## config.mk

```make
export PLATFORM = sky130hd
export DESIGN_NAME = div_seq_8bit
export DESIGN_NICKNAME = d
export VERILOG_FILES = /design/src/rtl/div_seq_8bit.sv
export SDC_FILE = /design/constraint.sdc
export NUM_CORES = 1
export LEC_CHECK = 0
export BUFFER_PORTS_ARGS = -buffer_cell sky130_fd_sc_hd__buf_2
export CORE_MARGIN = 2
export CORE_UTILIZATION = 58
export DETAILED_ROUTE_END_ITERATION = 16
export PLACE_DENSITY_LB_ADDON = 0.25
export SLEW_MARGIN = 20
export SYNTH_ARGS = -nofsm -noshare
export SYNTH_HDL_FRONTEND = slang
export SYNTH_SLANG_ARGS = --single-unit
```

## constraint.sdc

```tcl
create_clock -name clk -period 6.1 [get_ports clk]
set_input_delay 1.22 -clock clk [delete_from_list [all_inputs] [get_ports clk]]
set_output_delay 1.22 -clock clk [all_outputs]
set_load 0.02 [all_outputs]
```

## src/rtl/div_seq_8bit.sv

```systemverilog
// Sequential 8-bit unsigned restoring divider: one trial subtraction per clock, 8 iterations.
// Optional macro DIV_ZERO_TRAP_EN: a zero divisor completes one cycle after issue and raises dz_err.
module div_seq_8bit (
  input  logic       clk,
  input  logic       rst_n,
  input  logic       start,
  input  logic [7:0] dividend,
  input  logic [7:0] divisor,
  output logic       busy,
  output logic       done,
  output logic [7:0] quotient,
  output logic [7:0] remainder,
  output logic       dz_err
);

  // state | meaning
  // IDLE  | waiting for start
  // RUN   | one restoring iteration per cycle, iter_q counts down 7..0
  // DONE  | results updated, done pulse; start accepted here as in IDLE
  typedef enum logic [1:0] {IDLE, RUN, DONE} state_t;

  state_t      state_q, state_d;
  logic [2:0]  iter_q, iter_d;
  logic [8:0]  rem_q, rem_d;
  logic [7:0]  quo_q, quo_d;
  logic [7:0]  dsr_q, dsr_d;
  logic [7:0]  quot_q, quot_d;
  logic [7:0]  remo_q, remo_d;
  logic        dz_q, dz_d;

  logic [8:0]  rem_shift;
  logic [8:0]  trial;
  logic [8:0]  rem_nx;
  logic [7:0]  quo_nx;

  always_comb begin
    rem_shift = {rem_q[7:0], quo_q[7]};
    trial     = rem_shift - {1'b0, dsr_q};
    if (!trial[8]) begin
      rem_nx = trial;
      quo_nx = {quo_q[6:0], 1'b1};
    end else begin
      rem_nx = rem_shift;
      quo_nx = {quo_q[6:0], 1'b0};
    end
  end

  always_comb begin
    state_d = state_q;
    iter_d  = iter_q;
    rem_d   = rem_q;
    quo_d   = quo_q;
    dsr_d   = dsr_q;
    quot_d  = quot_q;
    remo_d  = remo_q;
    dz_d    = dz_q;
    case (state_q)
      IDLE, DONE: begin
        if (start) begin
          state_d = RUN;
          iter_d  = 3'd7;
          rem_d   = 9'd0;
          quo_d   = dividend;
          dsr_d   = divisor;
        end else begin
          state_d = IDLE;
        end
      end
      RUN: begin
`ifdef DIV_ZERO_TRAP_EN
        if (dsr_q == 8'd0) begin
          // quo_q still holds the untouched dividend on the first RUN cycle
          state_d = DONE;
          quot_d  = 8'hFF;
          remo_d  = quo_q;
          dz_d    = 1'b1;
        end else
`endif
        begin
          rem_d  = rem_nx;
          quo_d  = quo_nx;
          iter_d = iter_q - 3'd1;
          if (iter_q == 3'd0) begin
            state_d = DONE;
            quot_d  = quo_nx;
            remo_d  = rem_nx[7:0];
            dz_d    = 1'b0;
          end
        end
      end
      default: state_d = IDLE;
    endcase
  end

  always_ff @(posedge clk or negedge rst_n) begin
    if (!rst_n) begin
      state_q <= IDLE;
      iter_q  <= 3'd0;
      rem_q   <= 9'd0;
      quo_q   <= 8'd0;
      dsr_q   <= 8'd0;
      quot_q  <= 8'd0;
      remo_q  <= 8'd0;
      dz_q    <= 1'b0;
    end else begin
      state_q <= state_d;
      iter_q  <= iter_d;
      rem_q   <= rem_d;
      quo_q   <= quo_d;
      dsr_q   <= dsr_d;
      quot_q  <= quot_d;
      remo_q  <= remo_d;
      dz_q    <= dz_d;
    end
  end

  assign busy      = (state_q == RUN);
  assign done      = (state_q == DONE);
  assign quotient  = quot_q;
  assign remainder = remo_q;
  assign dz_err    = dz_q;

endmodule

```

==> metrics, run 1 <==
min cycle time layout 3.16 ns; DRT iter0 DRCs 147; CP max stage delay 0.56 ns; die height 67.2 µm; Worst Setup End Kind output pin; WHS Endpoint iter_q[0]$_DFFE_PN0P_; f_max 316 MHz; pre-CTS setup slack 2.88 ns; clk slew on worst S/H paths 0.09 ns; Avg Inst Size Synth 9.09 µm²; total negative setup slack 0 ns; total track usage 23.8%; sequential fraction of the synthesis area 48.6%; antenna diode count 0; max-slew violations 0; fillers 303; syn nets 285; total number of vias 1849; pwr/cell area 690 nW/µm²; CP Launch Type flip-flop; final worst slack 2.94 ns; Reg2Reg Capture Point rem_q[5]$_DFFE_PN0P_; hold_buf cts 0; async set-or-reset flop fraction in the synthesized netlist 100%; WP data arrival 1.94 ns; ratio of cells with drive above 1 in the final layout 18.8%; GRT overflow 0; area growth from synthesis to layout 13.2%; Initial Utilization 61.9%; Worst path slowest cell nand2b_1; Yosys reg bits 45; full die area 4520 µm²; count of different cell masters after synthesis 41; worst slew pin tran 0.968 ns; Longest Clk Path Bufs 2; final setup fails 0; crit path max fanout 21; Sink Count 45; leakage 0.00131 µW; Final Total Pwr 1810 µW; CTS tree built; Port Buffers 36; crit path cell chain nand2b_1, inv_1, buf_2; CTS buffer count 5; antenna violations before repair 0; hold depth 1; Main synth FF type dfrtp_1; Nets 317; DRC 0; clock skew 0.00740 ns; Reg2Reg Launch Point quo_q[7]$_DFFE_PN0P_; maxcap violations 0; post-cts sizing count 0; Initial DRT Pass Iterations 4; DRT Wirelength 4.70 mm; core area 3740 µm²; Reg2Reg Setup Slack 3.14 ns; peak supply drop 366 µV; Layout Cells excl Fill 336; Req. time, crit path 4.88 ns; io pins 38; reg2reg path depth 10; dpl cells 327; Final Hold Vio Count 0; synthesized area 2320 µm²; vias per cell 5.50; fin util 70.1%; Setup Fix Bufs, Post-CTS 0; type of the worst min-delay path flip-flop to flip-flop; cells after synthesis 255; std cell rows 22; Ys Warns 0; largest net degree at the start of global routing 46; CTS Root Cell clkbuf_8; H-tree lvl count 2; RSZ-0062 raised after global routing false; vias in the first global route 1787; relative slew slack 35.5%; first-pass GRT wire length 7.94 mm; routability cong. 0.852; post-DP HPWL 3.18 mm; Die Wd 67.2 µm; Hold Startpoint iter_q[0]$_DFFE_PN0P_; CP Class flip-flop to output pin; number of synthesized flops with an enable pin 0; antenna viol nets, final 0; clk_lat worst skew 0.32 ns; part of the cycle the worst path needs 51.9%; status finished clean; drt wl/cell 14.0 µm
==> layer usage <==
metal | GRT usage (%) | part of all wire, % | vias up | wire length, µm
li1 | - | - | 917 | -
met1 | 30.2 | 46 | 881 | 2150
met2 | 39.4 | 47 | 45 | 2210
met3 | 4.50 | 5.9 | 6 | 276
met4 | 11.5 | 1.4 | 0 | 65
met5 | 0 | 0 | - | 0
==> how the worst max path moves through the flow <==
stage / from / end / cells past startpoint
finish: state_q[0]$_DFFE_PN0P_ / busy / 3
global route: state_q[0]$_DFFE_PN0P_ / busy / 3
CTS: quo_q[7]$_DFFE_PN0P_ / rem_q[0]$_DFFE_PN0P_ / 9
detailed placement: quo_q[7]$_DFFE_PN0P_ / remainder[0]$_DFFE_PN0P_ / 9
global placement: quo_q[7]$_DFFE_PN0P_ / remainder[0]$_DFFE_PN0P_ / 9
floorplan: quo_q[7]$_DFFE_PN0P_ / rem_q[2]$_DFFE_PN0P_ / 10
==> worst max-delay path, delay by kind of cell (launching register included) <==
kind          cells  cell delay (ns)
flops             1             0.41
simple gates      1             0.56
buf+inv           2             0.66
==> cells in the mapped netlist (all sizes together) (2+ instances only) <==
cell / number / share of area (%)
nand2: 70 / 11
dfrtp: 45 / 49
o21ai: 26 / 5.6
inv: 16 / 2.6
nor2: 12 / 1.9
ha: 10 / 5.4
a21oi: 8 / 2.1
clkbuf: 7 / 1.1
a31oi: 6 / 1.6
buf: 6 / 1.8
mux2i: 6 / 2.6
nand2b: 5 / 1.3
o211ai: 5 / 1.8
a211oi: 4 / 1.8
nor2b: 3 / 0.81
xor2: 3 / 1.1
a22oi: 2 / 0.65
mux2: 2 / 0.97
nand3: 2 / 0.43
nor3: 2 / 0.43
==> state kept, by name, summed over array words and instances, names as in the netlist <==
register,cells
quotient,8
dsr_q,8
quo_q,8
iter_q,3
rem_q,8
remainder,8
state_q,2
==> cell families (layout without fill, tap and decap cells) <==
group,after synthesis,after routing,share of synthesized area [%]
adder cells (fa/ha/maj),11,11,6.26
flip-flops,45,45,48.6
buffers and inverters,29,62,5.50
other,1,1,0.162
multiplexers,8,8,3.56
XOR/XNOR,4,4,1.51
AO/OA/AOI/OAI,58,58,16.5
AND/OR/NAND/NOR,99,99,18.0
==> through the flow <==
step	cell area [µm²]	hold WS, ns
after floorplan	2320	0.445
after global placement	2500	0.453
after detailed placement	2500	0.458
after CTS	2610	0.477
after global routing	2630	0.504
final	2630	0.473
==> power by group <==
| part | internal, µW | switching, µW | leakage, µW |
|---|---|---|---|
| Combinational | 426 | 625 | 0.000709 |
| Clock | 123 | 111 | 0.0000543 |
| Sequential | 443 | 82.8 | 0.000548 |
==> layout by cell type (no fill, tap or decap), types with 3 or more instances in the layout <==
cell type	count
buf_2	36
mux2i_1	6
a211oi_1	3
o21ai_1	8
a31oi_1	6
nor2_1	12
clkbuf_8	5
nand2_1	70
a21oi_1	6
o21ai_0	18
dfrtp_1	45
nand2b_1	5
ha_1	10
nor2b_1	3
o211ai_1	4
xor2_1	3
inv_1	16
==> final cells by class <==
type                    count  area [µm²]  area share [%]
flip-flops and latches     45        1130            42.9
multi-input cells         181        1060            40.6
repair buffers             38         199            7.58
clock buffers               5        68.8            2.62
inverters                  16        60.1            2.29
well taps                  48        60.1            2.29
clock inverters             3        46.3            1.76
Power figures use the tool's default switching activity.
==> run 2, diff against run 1 <==
CORE_UTILIZATION = 56   (was 58)
clock period = 3.2 ns   (was 6.1 ns; I/O delays follow)
==> metrics, run 2 (synthesized netlist as in run 1, its figures left out) <==
status finished clean; Port Buffers 36 (unchanged); antenna viol nets, final 0 (unchanged); Worst path slowest cell fa_1; area growth from synthesis to layout 13.7%; Reg2Reg Capture Point remainder[0]$_DFFE_PN0P_; Req. time, crit path 3.42 ns (-1.46 ns); Reg2Reg Setup Slack 0.59 ns (-2.55 ns); vias per cell 5.35 (-2.7%); max-slew violations 0 (unchanged); pwr/cell area 1280 nW/µm² (+85%); CTS tree built; total negative setup slack 0 ns (unchanged); core area 4000 µm² (+6.9%); part of the cycle the worst path needs 81.6%; Initial DRT Pass Iterations 4 (unchanged); Finished Cell Area 2640 µm² (+0.38%); ratio of cells with drive above 1 in the final layout 20.2% (+1.5 points); std cell rows 23 (+4.5%); Final Hold Vio Count 0 (unchanged); antenna diode count 0 (unchanged); CP most frequent cell inv_1; crit path max fanout 6 (-71%); critical path's top delay family compound AO/OA/AOI/OAI gates; Worst Setup End Kind flip-flop; clock skew 0.00830 ns (+0.000899 ns); min cycle time layout 2.61 ns; Initial Utilization 58.0% (-4.0 points); final setup fails 0 (unchanged); Min Hold Slack 0.315 ns (-0.158 ns); post-DP HPWL 3.27 mm (+2.8%); Longest Clk Path Bufs 2 (unchanged); clk slew on worst S/H paths 0.09 ns (about the same); largest net degree at the start of global routing 46 (unchanged); CP max stage delay 0.43 ns (-0.13 ns); routability cong. 0.802 (-5.9%); most frequent cells in the layout 70 x nand2_1, 45 x dfrtp_1, 35 x buf_2, 18 x o21ai_0, 16 x inv_1; Flop pwr share 29.9% (+0.9 points); H-tree lvl count 2 (unchanged); Setup crit start quo_q[7]$_DFFE_PN0P_; worst slew pin tran 0.551 ns (-0.417 ns); vias in the first global route 1668 (-6.7%); Nets 321 (+1.3%); CP Class flip-flop to flip-flop; first-pass GRT wire length 7.71 mm (-2.8%); area post-placement 2540 µm² (+1.7%); peak supply drop 697 µV (+90%); clk_lat worst skew 0.31 ns (about the same); maxcap violations 0 (unchanged); CP bufs+invs 3 (+1); die height 68.3 µm (+1.7%); RSZ-0062 raised after global routing false; fin util 65.9% (-4.2 points); drt wl/cell 13.4 µm (-4.4%); hold_buf cts 0 (unchanged); Internal 1840 µW (+86%); final worst slack 0.589 ns (-2.35 ns); reg2reg path depth 10 (unchanged); CTS Root Cell clkbuf_8; io pins 38 (unchanged); antenna violations before repair 0 (unchanged); WP data arrival 2.83 ns (+0.89 ns); crit path cell chain inv_1, ha_1, inv_1, fa_1, a211oi_4, o211ai_2, a221oi_2, buf_4, mux2_2, o21ai_0; Setup Fix Bufs, Post-CTS 0 (unchanged); CP Launch Type flip-flop; most common cell after layout, fill and taps aside nand2_1; type of the worst min-delay path input port to async pin; combinational power share 59.6% (+1.6 points); total track usage 22.3% (-1.5 points); f_max 383 MHz; leakage 0.00133 µW (+1.0%); Die Wd 68.3 µm (+1.7%); relative slew slack 63.3% (+28 points); GRT overflow 0 (unchanged); Clk pwr share 10.5% (-2.4 points); Sink Count 45 (unchanged); full die area 4670 µm² (+3.4%); post-cts sizing count 0 (unchanged); switch share 45.4% (+0.10 points); CTS buffer count 5 (unchanged); DRC 0 (unchanged); DRT Wirelength 4.57 mm (-2.7%); DRT iter0 DRCs 131 (-11%); switching power of the nets 1530 µW (+86%); total number of vias 1831 (-0.97%); Reg2Reg Launch Point quo_q[7]$_DFFE_PN0P_; pre-CTS setup slack 0.610 ns (-2.27 ns)
## run 2: power by group through the flow
stage	Clock, µW	Combinational, µW	Sequential (µW)
finish	354	2010	1000
global route	386	2260	1040
CTS	366	2010	1010
detailed placement	0	2000	1020
global placement	0	1950	1010
floorplan	0	1470	1090
## run 2: layer usage
metal | GRT usage [%] | vias to the layer above | share of wire (%)
met5 | 0 | - | 0
met4 | 6.00 | 0 | 1.1
met3 | 5.43 | 4 | 4.7
met2 | 33.9 | 38 | 46
met1 | 32.0 | 862 | 48
li1 | - | 927 | -
## run 2: worst reg2reg max path, delay by kind of cell, from the launching register on
family | cells | cell delay, ns
flip-flops | 1 | 0.37
multiplexers | 1 | 0.35
AO/OA/AOI/OAI | 4 | 0.87
adder cells (fa/ha/maj) | 2 | 0.60
buffers and inverters | 3 | 0.34
## run 2: layout make-up
| class | instances | area (µm²) |
|---|---|---|
| well taps | 50 | 62.6 |
| repair buffers | 42 | 228 |
| flip-flops and latches | 45 | 1130 |
| clock buffers | 5 | 68.8 |
| inverters | 16 | 60.1 |
| multi-input cells | 181 | 1070 |
| clock inverters | 3 | 22.5 |
| fillers | 372 | 1370 |
## run 2: worst max path at each step
stage                               end  cells past startpoint
4_1_cts        remainder[0]$_DFFE_PN0P_                     10
3_5_place_dp   remainder[0]$_DFFE_PN0P_                     10
2_1_floorplan      rem_q[2]$_DFFE_PN0P_                     10
6_report       remainder[0]$_DFFE_PN0P_                     10
5_1_grt        remainder[0]$_DFFE_PN0P_                     10
3_3_place_gp   remainder[5]$_DFFE_PN0P_                     10
## run 2: metrics by stage
step | cells | power [µW]
final | 342 | 3370
after global routing | 342 | 3690
after CTS | 342 | 3390
after detailed placement | 334 | 3020
after global placement | 334 | 2950
after floorplan | 255 | 2560
==> run 3, diff against run 2 <==
CORE_UTILIZATION = 50   (was 56)
clock period = 2.16 ns   (was 3.2 ns; I/O delays follow)
==> metrics, run 3 (synthesized netlist as in run 1, its figures left out) <==
status finished with violations; failing checks setup timing; H-tree lvl count 2 (unchanged); Nets 346 (+7.8%); register area 1130 µm² (unchanged); area growth from synthesis to layout 26.7%; Req. time, crit path 2.40 ns (-1.02 ns); worst slew pin tran 0.535 ns (-0.0154 ns); drt wl/cell 14.4 µm (+7.4%); met3 routed WL 221 µm (+3.3%); RSZ-0062 raised after global routing true; CTS tree built; largest net degree at the start of global routing 24 (-48%); std cell rows 24 (+4.3%); CP Class flip-flop to flip-flop; DRC 0 (unchanged); antenna diode count 0 (unchanged); area of the multi-input gates 1150 µm² (+8.2%); reg2reg path depth 10 (unchanged); CTS Root Cell clkbuf_8; met2 WL 2.62 mm (+23%); clk_lat worst skew 0.31 ns (about the same); Sink Count 45 (unchanged); Min Hold Slack 0.0967 ns (-0.218 ns); clock skew 0.00460 ns (-0.00370 ns); Die Wd 72.1 µm (+5.5%); final worst slack -0.246 ns (-0.835 ns); Final Hold Vio Count 0 (unchanged); most common cell after layout, fill and taps aside nand2_1; WP data arrival 2.64 ns (-0.19 ns); final setup fails 18 (+18); uppermost routed layer met4; Initial DRT Pass Iterations 4 (unchanged); max-slew violations 0 (unchanged); maxcap violations 0 (unchanged); min cycle time layout 2.41 ns (-0.205 ns); Reg2Reg Launch Point quo_q[7]$_DFFE_PN0P_; crit path cell chain inv_2, ha_4, inv_2, fa_2, a211oi_4, o211ai_2, a221oi_4, buf_6, mux2_4, o21ai_2; type of the worst min-delay path input port to async pin; Reg2Reg Setup Slack -0.25 ns (-0.84 ns); CP most frequent cell inv_2; f_max 416 MHz (+8.5%); DRT Wirelength 5.30 mm (+16%); clk slew on worst S/H paths 0.09 ns (about the same); Longest Clk Path Bufs 2 (unchanged); relative slew slack 64.3% (+1.0 points); DRT iter0 DRCs 109 (-17%); antenna viol nets, final 0 (unchanged); core area 4410 µm² (+10%); vias in the first global route 1991 (+19%); crit path max fanout 4 (-2); vias per cell 5.34 (-0.28%); Worst Setup End Kind flip-flop; Reg2Reg Capture Point rem_q[0]$_DFFE_PN0P_; met1 wire length 2.36 mm (+8.2%); CP Launch Type flip-flop; first-pass GRT wire length 9.01 mm (+17%); Port Buffers 36 (unchanged); fillers 367 (-1.3%); total number of vias 1970 (+7.6%); part of the cycle the worst path needs 111% (+30 points); io pins 38 (unchanged); routability cong. 0.900 (+12%); Worst path slowest cell dfrtp_1; GRT overflow 0 (unchanged); post-DP HPWL 3.85 mm (+18%); CP max stage delay 0.38 ns (-0.05 ns); total track usage 22.5% (+0.15 points); most frequent cells in the layout 68 x nand2_1, 45 x dfrtp_1, 36 x buf_2, 26 x buf_4, 14 x inv_1; Initial Utilization 52.5% (-5.4 points); full die area 5200 µm² (+11%); die height 72.1 µm (+5.5%); ratio of cells with drive above 1 in the final layout 31.5% (+11 points); CTS buffer count 5 (unchanged); antenna violations before repair 0 (unchanged)
[run 3: cell count changes in the layout (fill, tap and decap cells not counted), sizes merged]
| cell | delta |
|---|---|
| clkinv | -2 |
| buf | +25 |
| inv | +1 |
| clkinvlp | +1 |
[run 3: cell type report]
cell class | count | share of cell area [%]
Clock buffer | 5 | 2.34
Clock inverter | 3 | 0.724
Inverter | 16 | 2.05
Multi-Input combinational cell | 181 | 39.3
Sequential cell | 45 | 38.3
Tap cell | 52 | 2.22
Timing Repair Buffer | 67 | 15.0
[run 3: stage by stage]
| stage | instances | util, % | area, µm² | TNS (ns) | worst slack [ns] |
|---|---|---|---|---|---|
| 2_1_floorplan | 255 | - | 2340 | -2.37 | -0.196 |
| 3_3_place_gp | 358 | 62.2 | 2750 | -2.79 | -0.253 |
| 3_5_place_dp | 358 | 62.2 | 2750 | -3.81 | -0.354 |
| 4_1_cts | 369 | 65.8 | 2900 | -2.93 | -0.207 |
| 5_1_grt | 369 | 66.5 | 2940 | -5.23 | -0.357 |
| 6_report | 369 | 66.5 | 2940 | -3.18 | -0.246 |
[run 3: critical path: cells and delay by family (launching register included)]
kind	cells	cell delay, ns
muxes	1	0.32
DFF	1	0.38
adders and majority gates	2	0.48
AOI/OAI and AO/OA	4	0.86
buffers and inverters	3	0.28
[run 3: repair_timing]
action | CTS | global route
endpoints found under the setup margin | 17 | 18
resized for setup | 15 | 8
setup buffers | 3 | 1
hold endpoints to repair | 0 | 0
hold buffers | 0 | 0
pin swaps | 6 | 3
[run 3: how the worst max path moves through the flow]
stage | from | to | depth (start not counted)
2_1_floorplan | quo_q[7]$_DFFE_PN0P_ | rem_q[2]$_DFFE_PN0P_ | 10
3_3_place_gp | quo_q[7]$_DFFE_PN0P_ | remainder[5]$_DFFE_PN0P_ | 10
3_5_place_dp | quo_q[7]$_DFFE_PN0P_ | rem_q[0]$_DFFE_PN0P_ | 10
4_1_cts | quo_q[7]$_DFFE_PN0P_ | rem_q[0]$_DFFE_PN0P_ | 10
5_1_grt | quo_q[7]$_DFFE_PN0P_ | remainder[3]$_DFFE_PN0P_ | 10
6_report | quo_q[7]$_DFFE_PN0P_ | rem_q[0]$_DFFE_PN0P_ | 10
[run 3: layer usage]
| layer | vias to the layer above | GRT usage [%] |
|---|---|---|
| li1 | 980 | - |
| met1 | 930 | 28.6 |
| met2 | 49 | 38.6 |
| met3 | 11 | 4.86 |
| met4 | 0 | 6.29 |
| met5 | - | 0 |
Power of run 3 is not shown: default switching activity piles up to over one toggle a cycle in this logic, so the estimate is an artifact.
